$ cat config.mk
export PLATFORM = sky130hd
export DESIGN_NAME = pll_reconfig_ctrl
export DESIGN_NICKNAME = d
export VERILOG_FILES = /design/src/rtl/pll_reconfig_ctrl.sv
export SDC_FILE = /design/constraint.sdc
export NUM_CORES = 1
export LEC_CHECK = 0
export CAP_MARGIN = 20
export CELL_PAD_IN_SITES_DETAIL_PLACEMENT = 1
export CELL_PAD_IN_SITES_GLOBAL_PLACEMENT = 2
export CORE_UTILIZATION = 31
export DETAILED_ROUTE_END_ITERATION = 8
export PLACE_DENSITY = 0.79
export SLEW_MARGIN = 20
export SYNTH_ARGS = -nofsm -noshare
export SYNTH_HDL_FRONTEND = slang
export SYNTH_SLANG_ARGS = --single-unit
export TNS_END_PERCENT = 20
$ cat constraint.sdc
create_clock -name clk -period 2.4 [get_ports clk]
set_clock_uncertainty 0.1 [all_clocks]
set_input_delay 0.72 -clock clk [delete_from_list [all_inputs] [get_ports clk]]
set_output_delay 0.72 -clock clk [all_outputs]
set_load 0.02 [all_outputs]
$ cat src/rtl/pll_reconfig_ctrl.sv
// pll_reconfig_ctrl: sequences PLL divider reconfiguration and lock qualification.
// Runs entirely on the free-running reference clock. It holds the PLL in reset,
// waits for a run of consecutive synchronized lock cycles, and retries on timeout.
// While idle and locked, it automatically relocks if lock is lost.
//
// Ports:
//   clk, rst                      reference clock, synchronous active-high reset
//   req_valid / req_ready         request handshake
//   req_idsel/fbdsel/odsel        requested raw divider codes
//   pll_lock                      PLL LOCK (asynchronous, synchronized here)
//   pll_reset, pll_*sel           PLL control outputs (registered)
//   locked                        qualified lock status
//   done / error / lock_lost      single-cycle event pulses
module pll_reconfig_ctrl #(
    parameter logic [5:0]  DEF_IDSEL     = 6'd0,
    parameter logic [5:0]  DEF_FBDSEL    = 6'd0,
    parameter logic [5:0]  DEF_ODSEL     = 6'd0,
    parameter int unsigned RESET_CYCLES  = 16,
    parameter int unsigned STABLE_CYCLES = 1024,
    parameter int unsigned LOCK_TIMEOUT  = 1000000,
    parameter int unsigned MAX_RETRIES   = 3
) (
    input  logic       clk,
    input  logic       rst,
    input  logic       req_valid,
    output logic       req_ready,
    input  logic [5:0] req_idsel,
    input  logic [5:0] req_fbdsel,
    input  logic [5:0] req_odsel,
    input  logic       pll_lock,
    output logic       pll_reset,
    output logic [5:0] pll_idsel,
    output logic [5:0] pll_fbdsel,
    output logic [5:0] pll_odsel,
    output logic       locked,
    output logic       done,
    output logic       error,
    output logic       lock_lost
);

    localparam int unsigned HoldW  = $clog2(RESET_CYCLES) + 1;
    localparam int unsigned StabW  = $clog2(STABLE_CYCLES) + 1;
    localparam int unsigned TmoW   = $clog2(LOCK_TIMEOUT) + 1;
    localparam int unsigned RetryW = $clog2(MAX_RETRIES) + 1;

    // Terminal compares are made on the current count so the transition lands
    // on the cycle the count would reach its parameter value.
    localparam logic [HoldW-1:0]  HoldLast = HoldW'(RESET_CYCLES - 1);
    localparam logic [StabW-1:0]  StabLast = StabW'(STABLE_CYCLES - 1);
    localparam logic [TmoW-1:0]   TmoLast  = TmoW'(LOCK_TIMEOUT - 1);
    localparam logic [RetryW-1:0] RetryMax = RetryW'(MAX_RETRIES);

    typedef enum logic [1:0] {
        StIdle,
        StResetHold,
        StWaitLock
    } state_e;

    state_e            state_q, state_d;
    logic              lock_meta_q, lock_s_q;
    logic [HoldW-1:0]  hold_q, hold_d;
    logic [StabW-1:0]  stab_q, stab_d;
    logic [TmoW-1:0]   tmo_q, tmo_d;
    logic [RetryW-1:0] retry_q, retry_d;
    logic [5:0]        idsel_q, idsel_d, fbdsel_q, fbdsel_d, odsel_q, odsel_d;
    logic              pll_reset_q, pll_reset_d;
    logic              locked_q, locked_d;
    logic              done_q, done_d, error_q, error_d, lost_q, lost_d;
    logic              lock_drop;

    // Two-flop synchronizer; lock_s_q is the only lock view used by the FSM.
    always_ff @(posedge clk) begin
        if (rst) begin
            lock_meta_q <= 1'b0;
            lock_s_q    <= 1'b0;
        end else begin
            lock_meta_q <= pll_lock;
            lock_s_q    <= lock_meta_q;
        end
    end

    always_ff @(posedge clk) begin
        if (rst) begin
            state_q     <= StResetHold;
            hold_q      <= '0;
            stab_q      <= '0;
            tmo_q       <= '0;
            retry_q     <= '0;
            idsel_q     <= DEF_IDSEL;
            fbdsel_q    <= DEF_FBDSEL;
            odsel_q     <= DEF_ODSEL;
            pll_reset_q <= 1'b1;
            locked_q    <= 1'b0;
            done_q      <= 1'b0;
            error_q     <= 1'b0;
            lost_q      <= 1'b0;
        end else begin
            state_q     <= state_d;
            hold_q      <= hold_d;
            stab_q      <= stab_d;
            tmo_q       <= tmo_d;
            retry_q     <= retry_d;
            idsel_q     <= idsel_d;
            fbdsel_q    <= fbdsel_d;
            odsel_q     <= odsel_d;
            pll_reset_q <= pll_reset_d;
            locked_q    <= locked_d;
            done_q      <= done_d;
            error_q     <= error_d;
            lost_q      <= lost_d;
        end
    end

    assign lock_drop = locked_q && !lock_s_q;

    always_comb begin
        state_d     = state_q;
        hold_d      = hold_q;
        stab_d      = stab_q;
        tmo_d       = tmo_q;
        retry_d     = retry_q;
        idsel_d     = idsel_q;
        fbdsel_d    = fbdsel_q;
        odsel_d     = odsel_q;
        pll_reset_d = pll_reset_q;
        locked_d    = locked_q;
        done_d      = 1'b0;
        error_d     = 1'b0;
        lost_d      = 1'b0;

        case (state_q)
            StIdle: begin
                lost_d = lock_drop;
                // A new request takes priority over auto-relock with the old codes.
                if (req_valid || lock_drop) begin
                    if (req_valid) begin
                        idsel_d  = req_idsel;
                        fbdsel_d = req_fbdsel;
                        odsel_d  = req_odsel;
                    end
                    state_d     = StResetHold;
                    hold_d      = '0;
                    retry_d     = '0;
                    pll_reset_d = 1'b1;
                    locked_d    = 1'b0;
                end
            end
            StResetHold: begin
                if (hold_q == HoldLast) begin
                    state_d     = StWaitLock;
                    pll_reset_d = 1'b0;
                    stab_d      = '0;
                    tmo_d       = '0;
                end else begin
                    hold_d = hold_q + 1'b1;
                end
            end
            StWaitLock: begin
                tmo_d  = tmo_q + 1'b1;
                stab_d = lock_s_q ? stab_q + 1'b1 : '0;
                // Success is checked first so it wins over a coincident timeout.
                if (lock_s_q && stab_q == StabLast) begin
                    state_d  = StIdle;
                    locked_d = 1'b1;
                    done_d   = 1'b1;
                end else if (tmo_q == TmoLast) begin
                    if (retry_q < RetryMax) begin
                        retry_d     = retry_q + 1'b1;
                        state_d     = StResetHold;
                        hold_d      = '0;
                        pll_reset_d = 1'b1;
                    end else begin
                        state_d  = StIdle;
                        locked_d = 1'b0;
                        error_d  = 1'b1;
                    end
                end
            end
            default: begin
                state_d     = StResetHold;
                hold_d      = '0;
                pll_reset_d = 1'b1;
            end
        endcase
    end

    assign req_ready  = (state_q == StIdle) && !rst;
    assign pll_reset  = pll_reset_q;
    assign pll_idsel  = idsel_q;
    assign pll_fbdsel = fbdsel_q;
    assign pll_odsel  = odsel_q;
    assign locked     = locked_q;
    assign done       = done_q;
    assign error      = error_q;
    assign lock_lost  = lost_q;

endmodule
==> results.md, run 1 <==
- Slew Viols, Final: 0
- IO Port Bufs: 45
- Initial DRC Count: 91
- First-pass GRT wire length: 14300 µm
- Area grow syn2layout: 29.8%
- RSZ-0062 raised after global routing: no
- R2r setup slk: 0.17 ns
- H-Tree Depth: 3
- Pre-CTS WS: -0.149 ns
- Asr flop ratio synth: 0
- Setup ws final: 0.161 ns
- CTS Root Cell: clkbuf_8
- Commonest cells after routing, fill and taps aside: dfxtp_1 (67), nand2_1 (55), a21oi_1 (50)
- Worst setup SP type: input pin
- Most common cell after layout, fill and taps aside: dfxtp_1
- VDD IR max: 258 µV
- Unique masters post-synth: 48
- Worst-Skew Late Latency: 0.35 ns
- Hold Crit Class: register to register
- Maxcap violations: 0
- Largest net degree at the start of global routing: 43
- Worst setup path category: input pin to output pin
- YS warnings: 0
- Synth area leaders: dfxtp_1 (43%), a21oi_1 (8.1%), nand2_1 (6.7%)
- Largest area contributor in the netlist: dfxtp_1
- Number of cells upsized or downsized after cts: 1
- Crit path max fanout: 2
- Syn nets: 412
- Gp weighted congestion: 0.754
- Sequential area share after synthesis: 0.433
- Hold_sp: lock_meta_q$_SDFF_PP0_
- GRT Util Overall: 0.178
- Crit path DAT: 1.42 ns
- # setup viols final: 0
- Slew headroom: 0.443
- CP Capture Type: output pin
- Yosys top cell area share: 0.433
- Mapped Area: 3090 µm²
- R2R Path Start: hold_q[0]$_SDFFE_PP0P_
- Syn Inst Count: 385
- Die W: 102 µm
- Routed WL: 8770 µm
- EDFF count, synth: 0
- Worst-margin pin slew: 0.832 ns
- TritonCTS buffer count: 9
- Syn Area/Cell: 8.04 µm²
- Worst-case clock buffer depth: 2
- Die ar.: 10400 µm²
- CTS tree: built
- Sum Neg Setup Slack: 0 ns
- Die Y: 102 µm
- Worst EP required: 1.58 ns
- Antenna Cells: 0
- Pwr per Cell Area: 567 nW/µm²
- Number of fill cells: 1194
- DR vias/cell: 5.14
- Worst min-delay path endpoint: lock_s_q$_SDFF_PP0_
- CTS Hold Bufs: 0
- First-pass iteration count of the detailed router: 4
- Remaining Overflow, GRT: 0
- Initial antenna violation count: 0
- Top Ports: 46
- Post-synth top flop: dfxtp_1
- NumNets Final: 469
- Worst-path clk slew: 0.07 ns
- Hold Fails Final Rpt: 0
- Vias: 2981
- R2R cell count: 9
- Leakage power: 1.45 nW
- Hold Path Stages: 1
- FMAX: 447 MHz
- Post-DP HPWL: 6270 µm
- DRT antenna net count: 0
- Status: completed
- Final period util: 0.933
- Vias in the first global route: 2922
- Starting Density: 0.318
- Drc violations: 0
- DR WL/cell: 15.1 µm
- Core footprint: 9730 µm²
- Share of cells above drive strength 1: 0.112
- Clk sink count: 67
- RR Endpoint: tmo_q[6]$_SDFFE_PP0P_
- Setup Fix Bufs, Post-CTS: 0
- # rows: 36
- Post-layout min period: 2.24 ns
- Post-synthesis register bit count: 67
[power breakdown]
group / internal, W / switching [W]
clock network: 0.000613 / 0.000470
logic: 0.0000413 / 0.0000311
registers: 0.00112 / 0.00000507
total: 0.00177 / 0.000506
[final cells by class]
cell class                 instances  area (µm²)  area share
multi-input combinational        289        1640       0.409
timing repair buffer              67         609       0.152
inverter                           8        30.0     0.00747
clock buffer                      10         138      0.0343
sequential                        67        1340       0.334
clock inverter                     6        88.8      0.0221
tap                              133         166      0.0414
[critical path, cell delays in order]
cell and delay (ns):
buf_2 0.12, nor3_1 0.19, dlygate4sd2_1 0.38
[how the worst max path moves through the flow]
stage | startpoint | to | slack (ns) | depth (start not counted)
finish | rst | req_ready | 0.16 | 3
global route | hold_q[0]$_SDFFE_PP0P_ | tmo_q[6]$_SDFFE_PP0P_ | 0.02 | 9
CTS | hold_q[0]$_SDFFE_PP0P_ | tmo_q[6]$_SDFFE_PP0P_ | 0.09 | 8
detailed placement | rst | req_ready | -0.15 | 3
global placement | rst | req_ready | -0.15 | 3
floorplan | rst | req_ready | 0.19 | 2
[through the flow]
| stage | cell area, µm² | hold WS (ns) | utilization | instances | power, W |
|---|---|---|---|---|---|
| 4_1_cts | 4020 | 0.348 | 0.413 | 580 | 0.00231 |
| 6_report | 4020 | 0.342 | 0.413 | 580 | 0.00228 |
| 2_1_floorplan | 3090 | 0.314 | - | 385 | 0.00117 |
| 5_1_grt | 4020 | 0.356 | 0.413 | 580 | 0.00236 |
| 3_3_place_gp | 3790 | 0.320 | 0.390 | 564 | 0.00122 |
| 3_5_place_dp | 3790 | 0.331 | 0.390 | 564 | 0.00122 |
[flip-flops by register name (all words and copies together), names as in the netlist]
signal       flops
tmo_q           21
stab_q          11
pll_fbdsel       6
pll_idsel        6
pll_odsel        6
hold_q           5
retry_q          3
state_q          2
done             1
error            1
lock_lost        1
lock_meta_q      1
lock_s_q         1
locked           1
pll_reset        1
[Yosys cell counts, types with 2 or more instances]
master	instances
and3b_1	2
nand4b_1	3
nor2b_1	5
nand4_1	10
nand2_1	55
nand2b_1	4
a31o_2	2
ha_1	5
o21a_1	3
xnor2_1	4
o41ai_1	4
and2_1	3
xor2_1	2
nand4_2	2
a211oi_1	2
a21o_1	6
a22oi_1	2
or3_1	3
nand3b_1	3
nor3_1	15
a21oi_1	50
dfxtp_1	67
nand3_1	7
inv_1	8
o31ai_1	4
o311a_1	2
nor4_1	3
or2_2	3
o21ai_0	21
a31oi_1	5
clkbuf_1	19
nor2_1	35
and4_1	4
and3_1	6
or4_1	3
[per-layer routing]
metal  global-route usage  up-vias  routed length, µm
li1                     -     1497                  -
met1                0.214     1431               4100
met2                0.306       40               4280
met3               0.0397       13                225
met4               0.0747        0                164
met5                    0        -                  0
[logic make-up after synthesis]
| kind of cell | share of synthesized area |
|---|---|
| XOR/XNOR | 0.0170 |
| adder cells (fa/ha/maj) | 0.0202 |
| AND/OR/NAND/NOR | 0.286 |
| AO/OA/AOI/OAI | 0.207 |
| buffers and inverters | 0.0360 |
| flip-flops | 0.433 |
Power figures use the tool's default switching activity.
==> run 2, diff against run 1 <==
- CORE_UTILIZATION: 31 -> 39
- DONT_BUFFER_PORTS: not set -> 1
- PLACE_DENSITY: 0.79 -> 0.83
- clock period: 2.4 -> 2.8 ns (I/O delays scaled with it)
==> run 2 against run 1 <==
Effect of this change:
- non-clock buffer count decreased by 59
- register-to-register slack improved by 0.32 ns
- critical path depth increased by 3
- sequential cell count unchanged
- die area decreased by 20%
- utilization increased by 3.6 points
- worst hold slack improved by 0.019 ns
- largest cell class unchanged
==> results.md, run 2 (same netlist as run 1, synthesis figures left out) <==
- Status: completed
- Gp weighted congestion: 0.788 (+4.5%)
- Setup ws final: 0.488 ns (+0.327 ns)
- FMAX: 433 MHz
- # rows: 32 (-11%)
- DRT antenna net count: 0 (unchanged)
- Tightest hold margin: 0.361 ns (+0.0189 ns)
- Worst-case clock buffer depth: 2 (unchanged)
- Clk sink count: 67 (unchanged)
- Post-DP HPWL: 5610 µm (-11%)
- Hold Crit Class: register to register
- GRT Util Overall: 0.206 (+0.0285)
- CTS Root Cell: clkbuf_8
- Starting Density: 0.403 (+0.0845)
- Top layer reached by signal wires: met4
- Metal3 WL: 313 µm (+39%)
- First-pass iteration count of the detailed router: 4 (unchanged)
- Crit path max fanout: 7 (+5)
- Worst-Skew Late Latency: 0.35 ns (about the same)
- Worst setup path category: register to register
- Die Y: 91.1 µm (-11%)
- Internal power: 0.00157 W (-12%)
- Number of cells upsized or downsized after cts: 0 (-1)
- Initial DRC Count: 81 (-11%)
- Initial antenna violation count: 0 (unchanged)
- NumNets Final: 410 (-13%)
- Pwr per Cell Area: 577 nW/µm² (+1.8%)
- Remaining Overflow, GRT: 0 (unchanged)
- Metal-1 WL: 3700 µm (-9.9%)
- DR WL/cell: 16.3 µm (+7.6%)
- Post-layout min period: 2.31 ns
- Die W: 91.1 µm (-11%)
- Top Ports: 46 (unchanged)
- Vias in the first global route: 2835 (-3.0%)
- Routed WL: 7980 µm (-9.1%)
- Slew headroom: 0.584 (+0.141)
- Area grow syn2layout: 11.5%
- Maxcap violations: 0 (unchanged)
- Most common cell after layout, fill and taps aside: dfxtp_1
- IO Port Bufs: 0 (-100%)
- Hold Fails Final Rpt: 0 (unchanged)
- Worst setup SP type: register
- Vias: 2795 (-6.2%)
- TritonCTS buffer count: 9 (unchanged)
- Critical Path, Cell by Cell: ha_1 > nand3_2 > nor4_4 > nand4_2 > or4_1 > a21oi_1
- Largest net degree at the start of global routing: 51 (+19%)
- VDD IR max: 313 µV (+21%)
- Commonest cells after routing, fill and taps aside: dfxtp_1 (67), nand2_1 (55), a21oi_1 (50)
- Clk pwr share: 0.508 (+0.032)
- Crit path DAT: 2.49 ns (+1.07 ns)
- Die ar.: 8290 µm² (-20%)
- Sum Neg Setup Slack: 0 ns (unchanged)
- Pre-CTS WS: 0.506 ns (+0.655 ns)
- DR vias/cell: 5.70 (+11%)
- CTS tree: built
- Worst-path clk slew: 0.08 ns (about the same)
- Met2 WL post-DR: 3840 µm (-10%)
- Slew Viols, Final: 0 (unchanged)
- Core footprint: 7690 µm² (-21%)
- Worst EP required: 2.98 ns (+1.40 ns)
- # setup viols final: 0 (unchanged)
- Crit-path max cell delay: 0.53 ns (+0.15 ns)
- H-Tree Depth: 3 (unchanged)
- Psw: 0.000426 W (-16%)
- Drc violations: 0 (unchanged)
- Sw frac: 0.214 (-0.00847)
- Leakage power: 1.23 nW (-15%)
- Final period util: 0.826
- Fin util: 0.449 (+0.0358)
- Combinational power share: 0.009 (-0.023)
- Reg with most FFs: tmo_q
- Top flop regs: tmo_q: 21 flops, stab_q: 11 flops
- Antenna Cells: 0 (unchanged)
- Crit-path slowest cell: or4_1
- First-pass GRT wire length: 13800 µm (-3.3%)
- Share of cells above drive strength 1: 0.0876 (-0.0242)
- Sequential share of power: 0.483 (-0.009)
- CTS Hold Bufs: 0 (unchanged)
- Setup Fix Bufs, Post-CTS: 0 (unchanged)
- Worst-margin pin slew: 0.618 ns (-0.214 ns)
- Max FFs per register: 21 (unchanged)
- CP Capture Type: register
- RSZ-0062 raised after global routing: no
[run 2: cell count changes in the layout (fill, tap and decap cells not counted), sizes merged]
cell,before,now
clkbuf,10,9
clkinv,2,3
buf,23,8
bufinv,2,3
inv,8,9
clkinvlp,2,0
dlygate4sd2,1,0
clkdlybuf4s50,43,0
[run 2: routing by layer]
metal,global-route usage,vias to the layer above
met2,0.348,45
met5,0,-
li1,-,1379
met1,0.252,1358
met4,0.0754,0
met3,0.0544,13
[run 2: worst paths after layout]
check | end | cells past startpoint | slack [ns] | start
worst max-delay path | retry_q[0]$_SDFFE_PP0P_ | 6 | 0.49 | tmo_q[1]$_SDFFE_PP0P_
worst min-delay path | lock_s_q$_SDFF_PP0_ | 1 | 0.36 | lock_meta_q$_SDFF_PP0_
worst max register to register | retry_q[0]$_SDFFE_PP0P_ | 6 | 0.49 | tmo_q[1]$_SDFFE_PP0P_
worst min register to register | lock_s_q$_SDFF_PP0_ | 1 | 0.36 | lock_meta_q$_SDFF_PP0_
[run 2: area by class of cell]
type / instances / area (µm²)
Clock buffer: 9 / 124
Tap cell: 102 / 128
Clock inverter: 7 / 125
Fill cell: 952 / 4240
Inverter: 8 / 30.0
Multi-Input combinational cell: 289 / 1640
Sequential cell: 67 / 1340
Timing Repair Buffer: 8 / 60.1
[run 2: critical path: cells and delay by family (launching register included)]
family	cells	cell delay, ns
fa+ha+maj	1	0.23
compound gates	1	0.15
flops	1	0.39
simple gates	4	1.37
[run 2: through the flow]
step                      instance area (µm²)  instances  total power [W]
final                                    3450        490          0.00199
after global routing                     3450        490          0.00205
after CTS                                3450        490          0.00202
after detailed placement                 3200        474          0.00100
after global placement                   3200        474          0.00100
after floorplan                          3090        385          0.00100
[run 2: power groups by stage]
stage	clock network, W	registers [W]	logic, W
final	0.00101	0.000961	0.0000188
after global routing	0.00107	0.000962	0.0000227
after CTS	0.00104	0.000961	0.0000190
after detailed placement	0	0.000984	0.0000190
after global placement	0	0.000984	0.0000184
after floorplan	0	0.000983	0.0000217
==> run 3, diff against run 2 <==
- CORE_UTILIZATION: 39 -> 33
- PLACE_DENSITY: 0.83 -> 0.75
- clock period: 2.8 -> 2 ns (I/O delays scaled with it)
==> run 3 against run 2 <==
Effect of this change:
- sequential power rose by 39%
- routed wire length increased by 11%
- worst hold slack lost 0.14 ns
- sequential share of layout area decreased by 3.6 points
- utilization fell by 1.9 points
- setup slack got worse by 0.40 ns
- register-to-register slack worse by 0.40 ns
- clock power barely moved
- final area grew 11%
- die area rose by 18%
- via count grew 6.5%
- highest routed layer unchanged
==> results.md, run 3 (same netlist as run 1, synthesis figures left out) <==
- GRT Util Overall: 0.192 (-0.0148)
- DR vias/cell: 5.52 (-3.2%)
- Clk pwr share: 0.429 (-0.079)
- Setup ws final: 0.0902 ns (-0.398 ns)
- Worst-case clock buffer depth: 2 (unchanged)
- Internal power: 0.00181 W (+16%)
- Sum Neg Setup Slack: 0 ns (unchanged)
- Initial DRC Count: 80 (-1.2%)
- Initial antenna violation count: 0 (unchanged)
- Reg with most FFs: tmo_q
- Hold Crit Class: input pin to register
- Slew Viols, Final: 0 (unchanged)
- Hold Fails Final Rpt: 0 (unchanged)
- Vias: 2976 (+6.5%)
- Psw: 0.000599 W (+41%)
- Die W: 98.8 µm (+8.5%)
- Top Ports: 46 (unchanged)
- H-Tree Depth: 3 (unchanged)
- Worst-path clk slew: 0.08 ns (about the same)
- Maxcap violations: 0 (unchanged)
- Pre-CTS WS: -0.247 ns (-0.753 ns)
- Number of fill cells: 1100 (+16%)
- Crit path max fanout: 4 (-3)
- First-pass iteration count of the detailed router: 4 (unchanged)
- Crit path DAT: 2.04 ns (-0.45 ns)
- Antenna Cells: 0 (unchanged)
- Crit-path max cell delay: 0.52 ns (about the same)
- DP Area: 3540 µm² (+11%)
- Pwr per Cell Area: 631 nW/µm² (+9.4%)
- First-pass GRT wire length: 14900 µm (+7.9%)
- IO Port Bufs: 0 (unchanged)
- Clk sink count: 67 (unchanged)
- DR WL/cell: 16.4 µm (+0.95%)
- Vias in the first global route: 3038 (+7.2%)
- CTS Hold Bufs: 0 (unchanged)
- NumNets Final: 453 (+10%)
- Routed WL: 8860 µm (+11%)
- Top flop regs: tmo_q: 21 flops, stab_q: 11 flops
- Sequential share of power: 0.558 (+0.075)
- Most common cell after layout, fill and taps aside: dfxtp_1
- Post-route cell area: 3820 µm² (+11%)
- Worst-margin pin slew: 0.476 ns (-0.142 ns)
- Remaining Overflow, GRT: 0 (unchanged)
- DP Cell Count: 522 (+10%)
- CTS tree: built
- CP Capture Type: register
- DRT antenna net count: 0 (unchanged)
- Max FFs per register: 21 (unchanged)
- Worst EP required: 2.13 ns (-0.85 ns)
- Worst-Skew Late Latency: 0.34 ns (about the same)
- Post-layout min period: 1.91 ns (-0.402 ns)
- Worst setup path category: register to register
- Starting Density: 0.348 (-0.0545)
- Sw frac: 0.248 (+0.0346)
- Die Y: 98.8 µm (+8.5%)
- Slew headroom: 0.679 (+0.0952)
- Die ar.: 9770 µm² (+18%)
- Final period util: 0.955 (+0.129)
- Combinational power share: 0.013 (+0.004)
- CTS Root Cell: clkbuf_8
- Critical Path, Cell by Cell: ha_4 > nand3_2 > or4b_4 > nand2_2 > nor3_1 > or2_2
- Post-DP HPWL: 6190 µm (+10%)
- # setup viols final: 0 (unchanged)
- Largest net degree at the start of global routing: 51 (unchanged)
- Crit-path slowest cell: or4b_4
- Status: completed
- Core footprint: 8890 µm² (+16%)
- Area grow syn2layout: 23.4%
- VDD IR max: 378 µV (+21%)
- # rows: 34 (+6.3%)
- Tightest hold margin: 0.220 ns (-0.141 ns)
- Worst setup SP type: register
- Drc violations: 0 (unchanged)
- RSZ-0062 raised after global routing: yes
- Share of cells above drive strength 1: 0.223 (+0.135)
- Final non-filler cell total: 539 (+10%)
- Commonest cells after routing, fill and taps aside: dfxtp_1 (62), nand2_1 (53), a21oi_1 (50)
- TritonCTS buffer count: 9 (unchanged)
- Gp weighted congestion: 0.790 (+0.24%)
- FMAX: 524 MHz (+21%)
- Leakage power: 1.42 nW (+15%)
run 3: stage by stage:
stage	total power, W	utilization
floorplan	0.00141	-
global placement	0.00141	0.398
detailed placement	0.00141	0.398
CTS	0.00245	0.420
global route	0.00250	0.429
finish	0.00241	0.429
run 3: critical path: cells and delay by family, from the launching register on:
family	cells	cell delay (ns)
simple gates	5	1.12
flops	1	0.40
fa+ha+maj	1	0.17
run 3: final cells by class:
class / instances / area [µm²] / share of cell area
Clock buffer: 9 / 124 / 0.0324
Tap cell: 108 / 135 / 0.0354
Inverter: 8 / 30.0 / 0.00786
Multi-Input combinational cell: 289 / 1730 / 0.453
Sequential cell: 67 / 1350 / 0.353
Clock inverter: 7 / 53.8 / 0.0141
Timing Repair Buffer: 51 / 399 / 0.105
run 3: routing by layer:
metal / vias up / track usage / routed length [µm]
met2: 50 / 0.325 / 4220
met4: 0 / 0.0654 / 87
met5: - / 0 / 0
li1: 1469 / - / -
met3: 8 / 0.0482 / 312
met1: 1449 / 0.236 / 4240
run 3: final timing paths:
kind	from	cells after the start	slack, ns	end
setup / recovery	stab_q[1]$_SDFFE_PP0P_	6	0.09	state_q[0]$_SDFFE_PP1P_
hold / removal	rst	1	0.22	hold_q[4]$_SDFFE_PP0P_
setup reg to reg	stab_q[1]$_SDFFE_PP0P_	6	0.09	state_q[0]$_SDFFE_PP1P_
hold reg to reg	lock_meta_q$_SDFF_PP0_	1	0.36	lock_s_q$_SDFF_PP0_
run 3: power by group through the flow:
| stage | clock (W) | combinational [W] | sequential (W) |
|---|---|---|---|
| finish | 0.00103 | 0.0000325 | 0.00134 |
| global route | 0.00112 | 0.0000377 | 0.00135 |
| CTS | 0.00107 | 0.0000330 | 0.00134 |
| detailed placement | 0 | 0.0000322 | 0.00138 |
| global placement | 0 | 0.0000308 | 0.00138 |
| floorplan | 0 | 0.0000304 | 0.00138 |
run 3: timing repair:
item | CTS | global route
pin swaps | 1 | 7
setup buffers | 0 | 1
resized for setup | 5 | 19
gates cloned | 0 | 0
endpoints found under the setup margin | 18 | 27
